**config.mk**
```make
export PLATFORM = sky130hd
export DESIGN_NAME = alu_bist_driver
export DESIGN_NICKNAME = d
export VERILOG_FILES = /design/src/rtl/alu_bist_driver.sv
export SDC_FILE = /design/constraint.sdc
export NUM_CORES = 1
export LEC_CHECK = 0
export ABC_AREA = 1
export CORE_ASPECT_RATIO = 1.2
export CORE_MARGIN = 2
export CORE_UTILIZATION = 50
export DETAILED_ROUTE_END_ITERATION = 6
export PLACE_DENSITY = 0.84
export SYNTH_ARGS = -nofsm -noshare
export SYNTH_HDL_FRONTEND = slang
export SYNTH_SLANG_ARGS = --single-unit
```
**constraint.sdc**
```tcl
create_clock -name clk -period 3.7 [get_ports clk]
set_clock_uncertainty 0.05 [all_clocks]
set_input_delay 0.74 -clock clk [delete_from_list [all_inputs] [get_ports clk]]
set_output_delay 0.74 -clock clk [all_outputs]
set_load 0.05 [all_outputs]
```
**src/rtl/alu_bist_driver.sv**
```systemverilog
// Built-in self-test initiator for the 4-bit ALU.
// An LFSR generates the operands and each operand pair is applied with all four op selects.
// After the operands settle, the ALU outputs are checked against a golden model.
// The block counts mismatches and captures the first failing vector.
module alu_bist_driver #(
  parameter int unsigned NUM_VECTORS   = 64,
  parameter logic [7:0]  LFSR_SEED     = 8'hA5,
  parameter int unsigned SETTLE_CYCLES = 1
) (
  input  logic        clk,
  input  logic        rst_n,
  input  logic        start,
  output logic        busy,
  output logic        done,
  output logic        pass,
  output logic [7:0]  err_count,
  output logic [15:0] vec_count,
  output logic        fail_valid,
  output logic [3:0]  fail_a,
  output logic [3:0]  fail_b,
  output logic [1:0]  fail_s,
  output logic [3:0]  alu_a,
  output logic [3:0]  alu_b,
  output logic [1:0]  alu_s,
  input  logic [3:0]  alu_sum_add,
  input  logic        alu_carry_add,
  input  logic [3:0]  alu_sum_sub,
  input  logic        alu_carry_sub,
  input  logic        alu_greater,
  input  logic        alu_equal,
  input  logic        alu_less,
  input  logic [3:0]  alu_out_and
);

  // An all-zero LFSR would lock up, so a zero seed is replaced by 1.
  localparam logic [7:0]  SEED        = (LFSR_SEED == 8'h00) ? 8'h01 : LFSR_SEED;
  localparam logic [15:0] SETTLE_LAST = 16'(SETTLE_CYCLES - 1);
  localparam logic [15:0] VEC_LAST    = 16'(NUM_VECTORS - 1);

  typedef enum logic [1:0] {IDLE, SETTLE, CHECK, DONE} state_t;

  state_t      state;
  logic [7:0]  lfsr;
  logic [15:0] settle_cnt;

  logic [7:0]  lfsr_next;
  logic        mismatch;
  logic [7:0]  err_inc;
  logic [4:0]  exp_add;
  logic [4:0]  exp_sub;

  // The next vector reuses the current A,B until all four op selects are done.
  // alu_s doubles as the op-select sequencer.
  always_comb begin
    lfsr_next = lfsr;
    if (alu_s == 2'd3)
      lfsr_next = {lfsr[6:0], lfsr[7] ^ lfsr[5] ^ lfsr[4] ^ lfsr[3]};
  end

  // Golden model: compare only the output group selected by the current op.
  always_comb begin
    exp_add  = {1'b0, alu_a} + {1'b0, alu_b};
    exp_sub  = {1'b0, alu_a} + {1'b0, ~alu_b} + 5'd1;
    mismatch = 1'b0;
    unique case (alu_s)
      2'd0: mismatch = ({alu_carry_add, alu_sum_add} != exp_add);
      2'd1: mismatch = ({alu_carry_sub, alu_sum_sub} != exp_sub);
      2'd2: mismatch = ({alu_greater, alu_equal, alu_less} !=
                        {alu_a > alu_b, alu_a == alu_b, alu_a < alu_b});
      default: mismatch = (alu_out_and != (alu_a & alu_b));
    endcase
    err_inc = (err_count == 8'hFF) ? err_count : err_count + 8'd1;
  end

  // Control FSM with registered vector drive, counters and result capture.
  always_ff @(posedge clk or negedge rst_n) begin
    if (!rst_n) begin
      state      <= IDLE;
      lfsr       <= SEED;
      settle_cnt <= '0;
      busy       <= 1'b0;
      done       <= 1'b0;
      pass       <= 1'b0;
      err_count  <= '0;
      vec_count  <= '0;
      fail_valid <= 1'b0;
      fail_a     <= '0;
      fail_b     <= '0;
      fail_s     <= '0;
      alu_a      <= '0;
      alu_b      <= '0;
      alu_s      <= '0;
    end else begin
      unique case (state)
        IDLE, DONE: begin
          if (start) begin
            state      <= SETTLE;
            lfsr       <= SEED;
            settle_cnt <= '0;
            busy       <= 1'b1;
            done       <= 1'b0;
            pass       <= 1'b0;
            err_count  <= '0;
            vec_count  <= '0;
            fail_valid <= 1'b0;
            fail_a     <= '0;
            fail_b     <= '0;
            fail_s     <= '0;
            alu_a      <= SEED[7:4];
            alu_b      <= SEED[3:0];
            alu_s      <= '0;
          end
        end
        SETTLE: begin
          if (settle_cnt == SETTLE_LAST) state <= CHECK;
          else settle_cnt <= settle_cnt + 16'd1;
        end
        CHECK: begin
          vec_count <= vec_count + 16'd1;
          if (mismatch) begin
            err_count <= err_inc;
            if (!fail_valid) begin
              fail_valid <= 1'b1;
              fail_a     <= alu_a;
              fail_b     <= alu_b;
              fail_s     <= alu_s;
            end
          end
          if (vec_count == VEC_LAST) begin
            state <= DONE;
            busy  <= 1'b0;
            done  <= 1'b1;
            pass  <= !mismatch && (err_count == 8'd0);
          end else begin
            state      <= SETTLE;
            settle_cnt <= '0;
            lfsr       <= lfsr_next;
            alu_a      <= lfsr_next[7:4];
            alu_b      <= lfsr_next[3:0];
            alu_s      <= alu_s + 2'd1;
          end
        end
        default: state <= IDLE;
      endcase
    end
  end

endmodule
```
== Word-level counts from Yosys, hierarchy flattened ==
Index checks and enable logic that the tools add are counted.
Operators by class
  order comparisons: 2
  equality and inequality tests: 21
  divide/modulo/power cells: 0
  reductions and logical operators: 16
  shift operators: 0
  multiplexer cells: 47
  bitwise operators: 5
  multiply operators: 0
  add/sub/neg operators: 7
Operators by type and width (number)
  $mux W16: 3
  $mux W8: 6
  $pmux W16 S3: 1
  $mux W4: 9
  $add A16 B1 Y16 const B: 2
  $pmux W16 S2: 1
  $pmux W4 S2: 4
  $pmux W8 S2: 2
  $eq A16 B6 Y1 const B: 1
  $logic_not A16 Y1: 1
  $ne A2 B2 Y1 const B: 8
  $mux W2: 7
  $reduce_and A3 Y1: 4
  $add A4 B4 Y5: 2
  $ne A5 B5 Y1: 2
  $add A8 B1 Y8 const B: 1
  $eq A2 B2 Y1 const B: 4
  $eq A8 B8 Y1 const B: 1
  $logic_not A8 Y1: 1
  $pmux W1 S2: 4
  $pmux W2 S2: 2
  $reduce_and A4 Y1: 2
  $mux W1: 6
  $pmux W2 S3: 1
  18 further kinds: 23
Word-level totals
  input bits: 20
  bits in latches: 0
  flip-flop bits (word level): 74
  memories kept: 0
  RAM bits: 0
  memory bits (read-only): 0

== Logic depth before layout (Yosys ltp) ==
Gate-level depths: netlist (run 1).
  depth after elaboration: 9
  mapped depth: 18
  depth with buffers taken out: 17

== Worst setup path before layout (run 1) ==
Ideal clock, no wire load.
  kind: flip-flop to flip-flop
  start: register alu_a[1]
  end: register err_count[0]
  arrival time: 2.345 ns
  cell stages (with the launch flop): 16
  path slack: 1.186 ns
  required time: 3.530 ns
  setup time: 0.120 ns
  path through: dfrtp_1 inv_1 fa_1 inv_1 nand3_1 nand2_1 nand2_1 nand2_1 nand2_1 o21ai_1 nand3_1 nand2_1 nand2_2 buf_4 nand4_1 nand2_1
On the way
  longest elaborated chain between the ends: 6
  elaborated cells on any way between the ends: 14
RTL lines
  start: declaration: line 22  | output logic [3:0] alu_a,
  start signal: assignment: line 109  | alu_a <= SEED[7:4];
  start signal: assignment: line 138  | alu_a <= lfsr_next[7:4];
  $add A4 B4 Y5: line 63  | exp_sub = {1'b0, alu_a} + {1'b0, ~alu_b} + 5'd1;
  $add A5 B1 Y5: line 63
  $ne A5 B5 Y1: line 67  | 2'd1: mismatch = ({alu_carry_sub, alu_sum_sub} != exp_sub);
  $pmux W1 S3 (*): line 65  | unique case (alu_s)
  $ne A2 B2 Y1 (no source line) (*)
  $reduce_and A4 Y1 (no source line) (*)
  end signal: assignment: line 121  | err_count <= err_inc;
  end: declaration: line 16  | output logic [7:0] err_count,
Mark *: on every way between the ends. The rest lies on a longest branch, timed or not.
A chain may end at the register's enable or synchronous reset.

== Final worst setup path (run 1) ==
  start: register alu_a[0]
  end: register fail_b[1]
On the way
  longest elaborated chain between the ends: 6
  elaborated cells on any way between the ends: 14
RTL lines
  $add A4 B4 Y5: line 63
  $add A5 B1 Y5: line 63
  $ne A5 B5 Y1: line 67
  $pmux W1 S3 (*): line 65
  $ne A2 B2 Y1 (no source line) (*)
  $reduce_and A4 Y1 (no source line) (*)
  end signal: assignment: line 125  | fail_b <= alu_b;
  end: declaration: line 20  | output logic [3:0] fail_b,
Marked as above.

==> qor.yml, run 1 <==
run_status:
  status: "complete, no violations"
synth:
  synth_top_family_by_area: "simple AND/OR/NAND/NOR gates"
  synth_fa_ha_area_share_pct: 6.50
  ys_types: 38
  async_reset_ff_share_pct: 100
  syn_nets: 649
  syn_area_sq_mm: 0.00446
  synth_edf_count: 0
  synth_top_cell_by_area: "dfrtp_1"
  ys_ff_latch: 70
  synthFlopType: "dfrtp_1"
  synthMuxAreaShare_pct: 0
  synth_warnings: 0
  synth_compound_gate_area_share_pct: 9.08
  synth-xor-area-share_pct: 3.53
  yosys.area.top_type_share_pct: 37.0
  synthCells: 607
  ys_top_cells_by_area: "dfrtp_1 (37%), nand2_1 (13%), inv_1 (7.6%)"
  synth_area_per_cell_sq_um: 7.35
  yosys.area_share.simple_pct: 31.5
  synth_seq_area_share_pct: 39.3
worst_setup_path:
  r2r_slack_ns: 0.80
  startpoint_type: "register"
  rr_endpoint: "fail_b[1]$_DFFE_PN0P_"
  r2r-start: "alu_a[0]$_DFFE_PN0P_"
  reg2regPathDepth: 17
  critPathArrivalTime_ns: 3.09
  criticalPathCategory: "reg -> reg"
  worstPathRequired_ns: 3.89
  end_kind: "register"
  path_max_fanout: 22
sta:
  fin_setup_tns_ns: 0
  fmax_mhz: 345
  fin_crit_sh_pct: 78.4
  rsz0062_at_grt: "no"
  worstMarginPinSlew_ns: 0.999
  whs_ns: 0.419
  finalSetupViolCount: 0
  slew_viol_final: 0
  finalHoldViolations: 0
  slew_headroom_pct: 33.4
  period_needed_ns: 2.90
layout:
  drive_gt1_share_pct: 5.47
  final_common_cell: "nand2_1"
  diodes: 0
  finalNetCount: 714
  final_cell_mix: "nand2_1 (159), inv_1 (90), dfrtp_1 (66), clkdlybuf4s50_1 (66), nor2_1 (41)"
  fin_cells: 793
  syn_to_final_growth_pct: 21.7
die:
  ios: 68
  start_util_pct: 51.8
  die_w_um: 90.3
  die_area_sq_mm: 0.00970
  num_rows: 37
  core_sq_mm: 0.00861
  die_y_um: 108
min_path:
  whs_path_depth: 2
  min_to: "busy$_DFFE_PN0P_"
  worstHoldStart: "busy$_DFFE_PN0P_"
  hp-class: "reg -> reg"
route:
  wl_per_cell_um: 13.8
  viasPerCell: 5.45
  drc: 0
  finalWirelength_um: 10900
  drtAntennaViolNets: 0
  drt_iter0_markers: 365
  dr.pass1.iters: 5
  vias: 4323
clocking:
  postCtsSetupBuffers: 0
  cts_hold_buf: 0
  insertion_delay_ns: 0.35
  cts-resized-gates: 0
  clock-sinks: 70
  cts_buffers: 9
  cts.clk_slew.worst_paths_ns: 0.08
  clockBufferDepth: 2
  cts-root-buf: "clkbuf_8"
  cts_htree_levels: 3
  tritoncts: "built"
flow_run:
  drv_cap: 0
grt:
  antenna_found_initial: 0
  grt_pass1_vias: 4204
  grt_pass1_wl_um: 18700
  grt_max_degree: 46
  groute.usage.overall_pct: 23.6
  grt-ovfl-total: 0
placement:
  place_inst: 778
  io_buffers: 67
  globalplace.congestion: 0.926
  dp.final_hpwl_um: 8170
power_and_ir_drop:
  cellPowerDensity_mw_per_mm2: 648
  leakage_nw: 2.61
  peakVddDrop_mv: 0.360
area by class of cell:
class / instances / area (sq um)
fill: 755 / 3180
multi-input combinational: 427 / 2260
sequential: 70 / 1760
timing repair buffer: 72 / 703
inverter: 92 / 345
tap: 117 / 146
clock buffer: 10 / 138
clock inverter: 5 / 83.8
where the power goes:
part | internal [mW] | switching [mW] | total [mW]
registers | 0.914 | 0.149 | 1.06
logic | 0.543 | 1.23 | 1.77
clock network | 0.395 | 0.290 | 0.686
total | 1.85 | 1.67 | 3.52
metal layers:
layer  GRT usage (%)  vias to the layer above  routed length (um)
li1                -                     2113                   -
met1            28.4                     2022                4590
met2            41.0                      152                5520
met3            4.20                       36                 470
met4            11.3                        0                 332
met5               0                        -                   0
worst max-delay path by stage:
stage,from,endpoint,slack (ns)
finish,alu_a[0]$_DFFE_PN0P_,fail_b[1]$_DFFE_PN0P_,0.80
global placement,alu_a[0]$_DFFE_PN0P_,fail_a[0]$_DFFE_PN0P_,1.02
CTS,alu_a[0]$_DFFE_PN0P_,fail_b[1]$_DFFE_PN0P_,0.82
global route,alu_a[0]$_DFFE_PN0P_,fail_b[3]$_DFFE_PN0P_,0.50
floorplan,alu_a[1]$_DFFE_PN0P_,err_count[0]$_DFFE_PN0P_,1.19
detailed placement,alu_a[0]$_DFFE_PN0P_,fail_a[1]$_DFFE_PN0P_,0.85
cells in the mapped netlist (2+ instances only):
master / number
a21oi_1: 24
a31oi_1: 3
buf_2: 2
buf_4: 7
clkbuf_1: 7
dfrtp_1: 66
dfstp_2: 4
fa_1: 2
ha_1: 20
inv_1: 90
inv_2: 2
nand2_1: 159
nand2_2: 2
nand3_1: 38
nand3_2: 2
nand3b_1: 3
nand4_1: 28
nor2_1: 41
nor3_1: 21
nor4_1: 13
o21ai_0: 35
o21ai_1: 3
o221ai_1: 3
or2_2: 2
xnor2_1: 5
xor2_1: 13
state kept, by name, indices dropped and copies added (netlist names):
register    count
alu_b           3
alu_a           4
alu_s           2
fail_a          4
err_count       8
pass            1
state           2
fail_valid      1
lfsr            5
fail_b          4
vec_count      16
fail_s          2
settle_cnt     16
busy            1
done            1
cell families (layout without fill, tap and decap cells):
group	Yosys count	count (layout)
buf+inv	110	179
flops	70	70
fa+ha+maj	22	22
compound gates	74	74
xor+xnor	18	18
simple gates	313	313
per-stage QoR:
stage	power [mW]	setup slack, ns	instance area [sq um]	utilization [%]
global route	3.76	0.500	5430	63.1
finish	3.52	0.801	5430	63.1
global placement	2.77	1.02	5210	60.5
CTS	3.52	0.819	5430	63.1
floorplan	2.32	1.19	4460	-
detailed placement	2.83	0.849	5210	60.5
worst max-delay path, stage by stage, from the launching register on:
cell     delay [ns]
dfrtp_1        0.47
inv_1          0.08
ha_1           0.22
fa_1           0.38
inv_1          0.10
nand3_1        0.11
nand2_1        0.14
nand2_1        0.06
nand2_1        0.05
inv_1          0.03
nand3_1        0.06
nand2_1        0.05
nand3_1        0.08
nand2_1        0.06
nand2_2        0.33
nand3_2        0.30
nand2_1        0.14
nand2_1        0.06
No activity file was read; power rests on OpenSTA's default activity.
==> inputs of run 2 (changes only) <==
clock period = 2.85 ns   (was 3.7 ns; I/O delays follow)
==> run 2 against run 1 <==
Fmax increased by 11%; final cell count increased by 0.88%; via count up 0.72%; utilization is 0.49 points higher; worst setup slack lost 0.56 ns; global-route usage decreased by 0.53 points; count of clock-buffer cells in the layout increased by 4; design area up 0.78%; sequential share of layout area shrank 0.23 points; critical path type unchanged; highest routed layer unchanged.
==> qor.yml, run 2 (synthesis gave the netlist of run 1 again) <==
sta:
  worstMarginPinSlew_ns: 0.612  # was 0.999 ns
  period_needed_ns: 2.61  # was 2.90 ns
  slew_headroom_pct: 59.2  # was 33.4%
  fin_crit_sh_pct: 91.7  # was 78.4%
  slew_viol_final: 0  # unchanged
  fmax_mhz: 383  # was 345 MHz
  finalSetupViolCount: 0  # unchanged
  finalHoldViolations: 0  # unchanged
  fin_setup_tns_ns: 0  # unchanged
  rsz0062_at_grt: "no"  # unchanged
die:
  die_w_um: 90.3  # unchanged
  start_util_pct: 51.8  # unchanged
  die_y_um: 108  # unchanged
  die_area_sq_mm: 0.00970  # unchanged
  core_sq_mm: 0.00861  # unchanged
  num_rows: 37  # unchanged
  ios: 68  # unchanged
layout:
  diodes: 0  # unchanged
  multi_input_area_sq_mm: 0.00228  # was 0.00226 sq mm
  top_regs: "settle_cnt (16), vec_count (16), err_count (8)"  # unchanged
  final_area_sq_mm: 0.00547  # was 0.00543 sq mm
  final_cell_mix: "nand2_1 (159), inv_1 (90), clkdlybuf4s50_1 (66)"  # was nand2_1 (159), inv_1 (90), dfrtp_1 (66), clkdlybuf4s50_1 (66), nor2_1 (41)
  nFillCells: 746  # was 755
  finalNetCount: 721  # was 714
  drive_gt1_share_pct: 6.30  # was 5.47%
  seq_area_sq_mm: 0.00176  # about the same
  final_common_cell: "nand2_1"  # unchanged
  syn_to_final_growth_pct: 22.6  # was 21.7%
clocking:
  clock-sinks: 70  # unchanged
  cts_buffers: 9  # unchanged
  insertion_delay_ns: 0.35  # about the same
  clockBufferDepth: 2  # unchanged
  tritoncts: "built"  # unchanged
  cts-root-buf: "clkbuf_8"  # unchanged
  cts_hold_buf: 0  # unchanged
  cts.clk_slew.worst_paths_ns: 0.07  # was 0.08 ns
  cts_htree_levels: 3  # unchanged
route:
  drt_iter0_markers: 285  # was 365
  drc: 0  # unchanged
  finalWirelength_um: 10800  # was 10900 um
  wl_per_cell_um: 13.5  # was 13.8 um
  drtAntennaViolNets: 0  # unchanged
  dr.pass1.iters: 7  # was 5
  vias: 4354  # was 4323
  viasPerCell: 5.44  # was 5.45
power_and_ir_drop:
  leakage_nw: 2.65  # was 2.61 nW
  cellPowerDensity_mw_per_mm2: 824  # was 648 mW/mm^2
  p_clk_share_pct: 16.3  # was 19.5%
  total_power_mw: 4.51  # was 3.52 mW
  power.internal_mw: 2.34  # was 1.85 mW
  p_sw_share_pct: 48.1  # was 47.4%
  peakVddDrop_mv: 0.542  # was 0.360 mV
  switching_power_mw: 2.17  # was 1.67 mW
  p_comb_share_pct: 53.5  # was 50.3%
  pwr-share-seq_pct: 30.2  # about the same
placement:
  dp.final_hpwl_um: 8180  # was 8170 um
  globalplace.congestion: 0.924  # was 0.926
  io_buffers: 67  # unchanged
  placed_area_sq_mm: 0.00528  # was 0.00521 sq mm
grt:
  grt_pass1_wl_um: 18400  # was 18700 um
  grt_max_degree: 45  # was 46
  antenna_found_initial: 0  # unchanged
  groute.usage.overall_pct: 23.0  # was 23.6%
  grt-ovfl-total: 0  # unchanged
  grt_pass1_vias: 4188  # was 4204
worst_setup_path:
  startpoint_type: "register"  # unchanged
  cpPeakStageDelay_ns: 0.53  # was 0.47 ns
  path_max_fanout: 13  # was 22
  crit_top_cell: "nand2_1"  # unchanged
  path_delay_family: "simple AND/OR/NAND/NOR gates"  # unchanged
  r2r_slack_ns: 0.24  # was 0.80 ns
  crit_cells: 14  # was 17
  end_kind: "register"  # unchanged
  crit_chain: "inv_1 -> ha_1 -> fa_1 -> xor2_1 -> nand2_1 -> nor2_1 -> nand3_1 -> nand2_1 -> nand3_1 -> nand2_1 -> nand2_4 -> buf_4 -> nand4_1 -> nand2_1"  # was inv_1 -> ha_1 -> fa_1 -> inv_1 -> nand3_1 -> nand2_1 -> nand2_1 -> nand2_1 -> inv_1 -> nand3_1 -> nand2_1 -> nand3_1 -> nand2_1 -> nand2_2 -> nand3_2 -> nand2_1 -> nand2_1
  worstPathRequired_ns: 3.04  # was 3.89 ns
  critPathArrivalTime_ns: 2.80  # was 3.09 ns
  criticalPathCategory: "reg -> reg"  # unchanged
  crit_slowest_cell: "fa_1"  # was dfrtp_1
  rr_endpoint: "fail_a[0]$_DFFE_PN0P_"  # was fail_b[1]$_DFFE_PN0P_
  setup.worst_path.start: "alu_a[0]$_DFFE_PN0P_"  # unchanged
  reg2regPathDepth: 14  # was 17
  crit_buf_inv: 2  # was 3
  cp-endpoint: "fail_a[0]$_DFFE_PN0P_"  # was fail_b[1]$_DFFE_PN0P_
  r2r-start: "alu_a[0]$_DFFE_PN0P_"  # unchanged
min_path:
  hp-class: "in -> async"  # was reg -> reg
run_status:
  status: "complete, no violations"  # unchanged
flow_run:
  drv_cap: 0  # unchanged
-- run 2: through the flow --
| step | setup WS (ns) | instances | hold WS, ns | util, % |
|---|---|---|---|---|
| 6_report | 0.236 | 800 | 0.181 | 63.6 |
| 5_1_grt | 0.0147 | 800 | 0.235 | 63.6 |
| 4_1_cts | 0.191 | 800 | 0.189 | 63.3 |
| 3_5_place_dp | 0.205 | 785 | 0.415 | 61.3 |
| 3_3_place_gp | 0.330 | 785 | 0.406 | 61.3 |
| 2_1_floorplan | 0.336 | 607 | 0.224 | - |
-- run 2: layout make-up --
cell class              instances  area share, %
inverters                      92           6.31
clock inverters                 1         0.0914
well taps                     117           2.67
clock buffers                  14           3.15
flip-flops and latches         70           32.1
multi-input cells             427           41.6
repair buffers                 79           14.0
-- run 2: what timing repair did --
item | 4_1_cts | 5_1_grt
endpoints found under the setup margin | 0 | 20
buffers inserted | 0 | 0
resized for setup | 0 | 4
-- run 2: worst min path at each step --
stage / from / endpoint / depth (start not counted)
global route: rst_n / vec_count[3]$_DFFE_PN0P_ / 1
global placement: busy$_DFFE_PN0P_ / busy$_DFFE_PN0P_ / 2
CTS: rst_n / vec_count[8]$_DFFE_PN0P_ / 1
finish: rst_n / vec_count[11]$_DFFE_PN0P_ / 1
detailed placement: busy$_DFFE_PN0P_ / busy$_DFFE_PN0P_ / 2
floorplan: rst_n / alu_a[0]$_DFFE_PN0P_ / 0
-- run 2: power by group through the flow --
stage	clock (mW)	sequential (mW)	combinational, mW
2_1_floorplan	0	1.72	1.30
3_3_place_gp	0	1.37	2.29
3_5_place_dp	0	1.37	2.36
4_1_cts	0.750	1.36	2.37
5_1_grt	0.793	1.38	2.66
6_report	0.737	1.36	2.41
-- run 2: layer usage --
layer	vias up	share of wire [%]	track usage (%)	wire, um
met3	30	6.3	4.27	685
li1	2122	-	-	-
met5	-	0	0	0
met1	2014	41	27.5	4410
met4	0	2.4	9.45	263
met2	188	50	41.0	5450
==> inputs of run 3 (changes only) <==
CTS_CLUSTER_DIAMETER = 50   (was default)
==> results of run 3 <==
Final layout, timing and power as in run 2 (identical DEF).
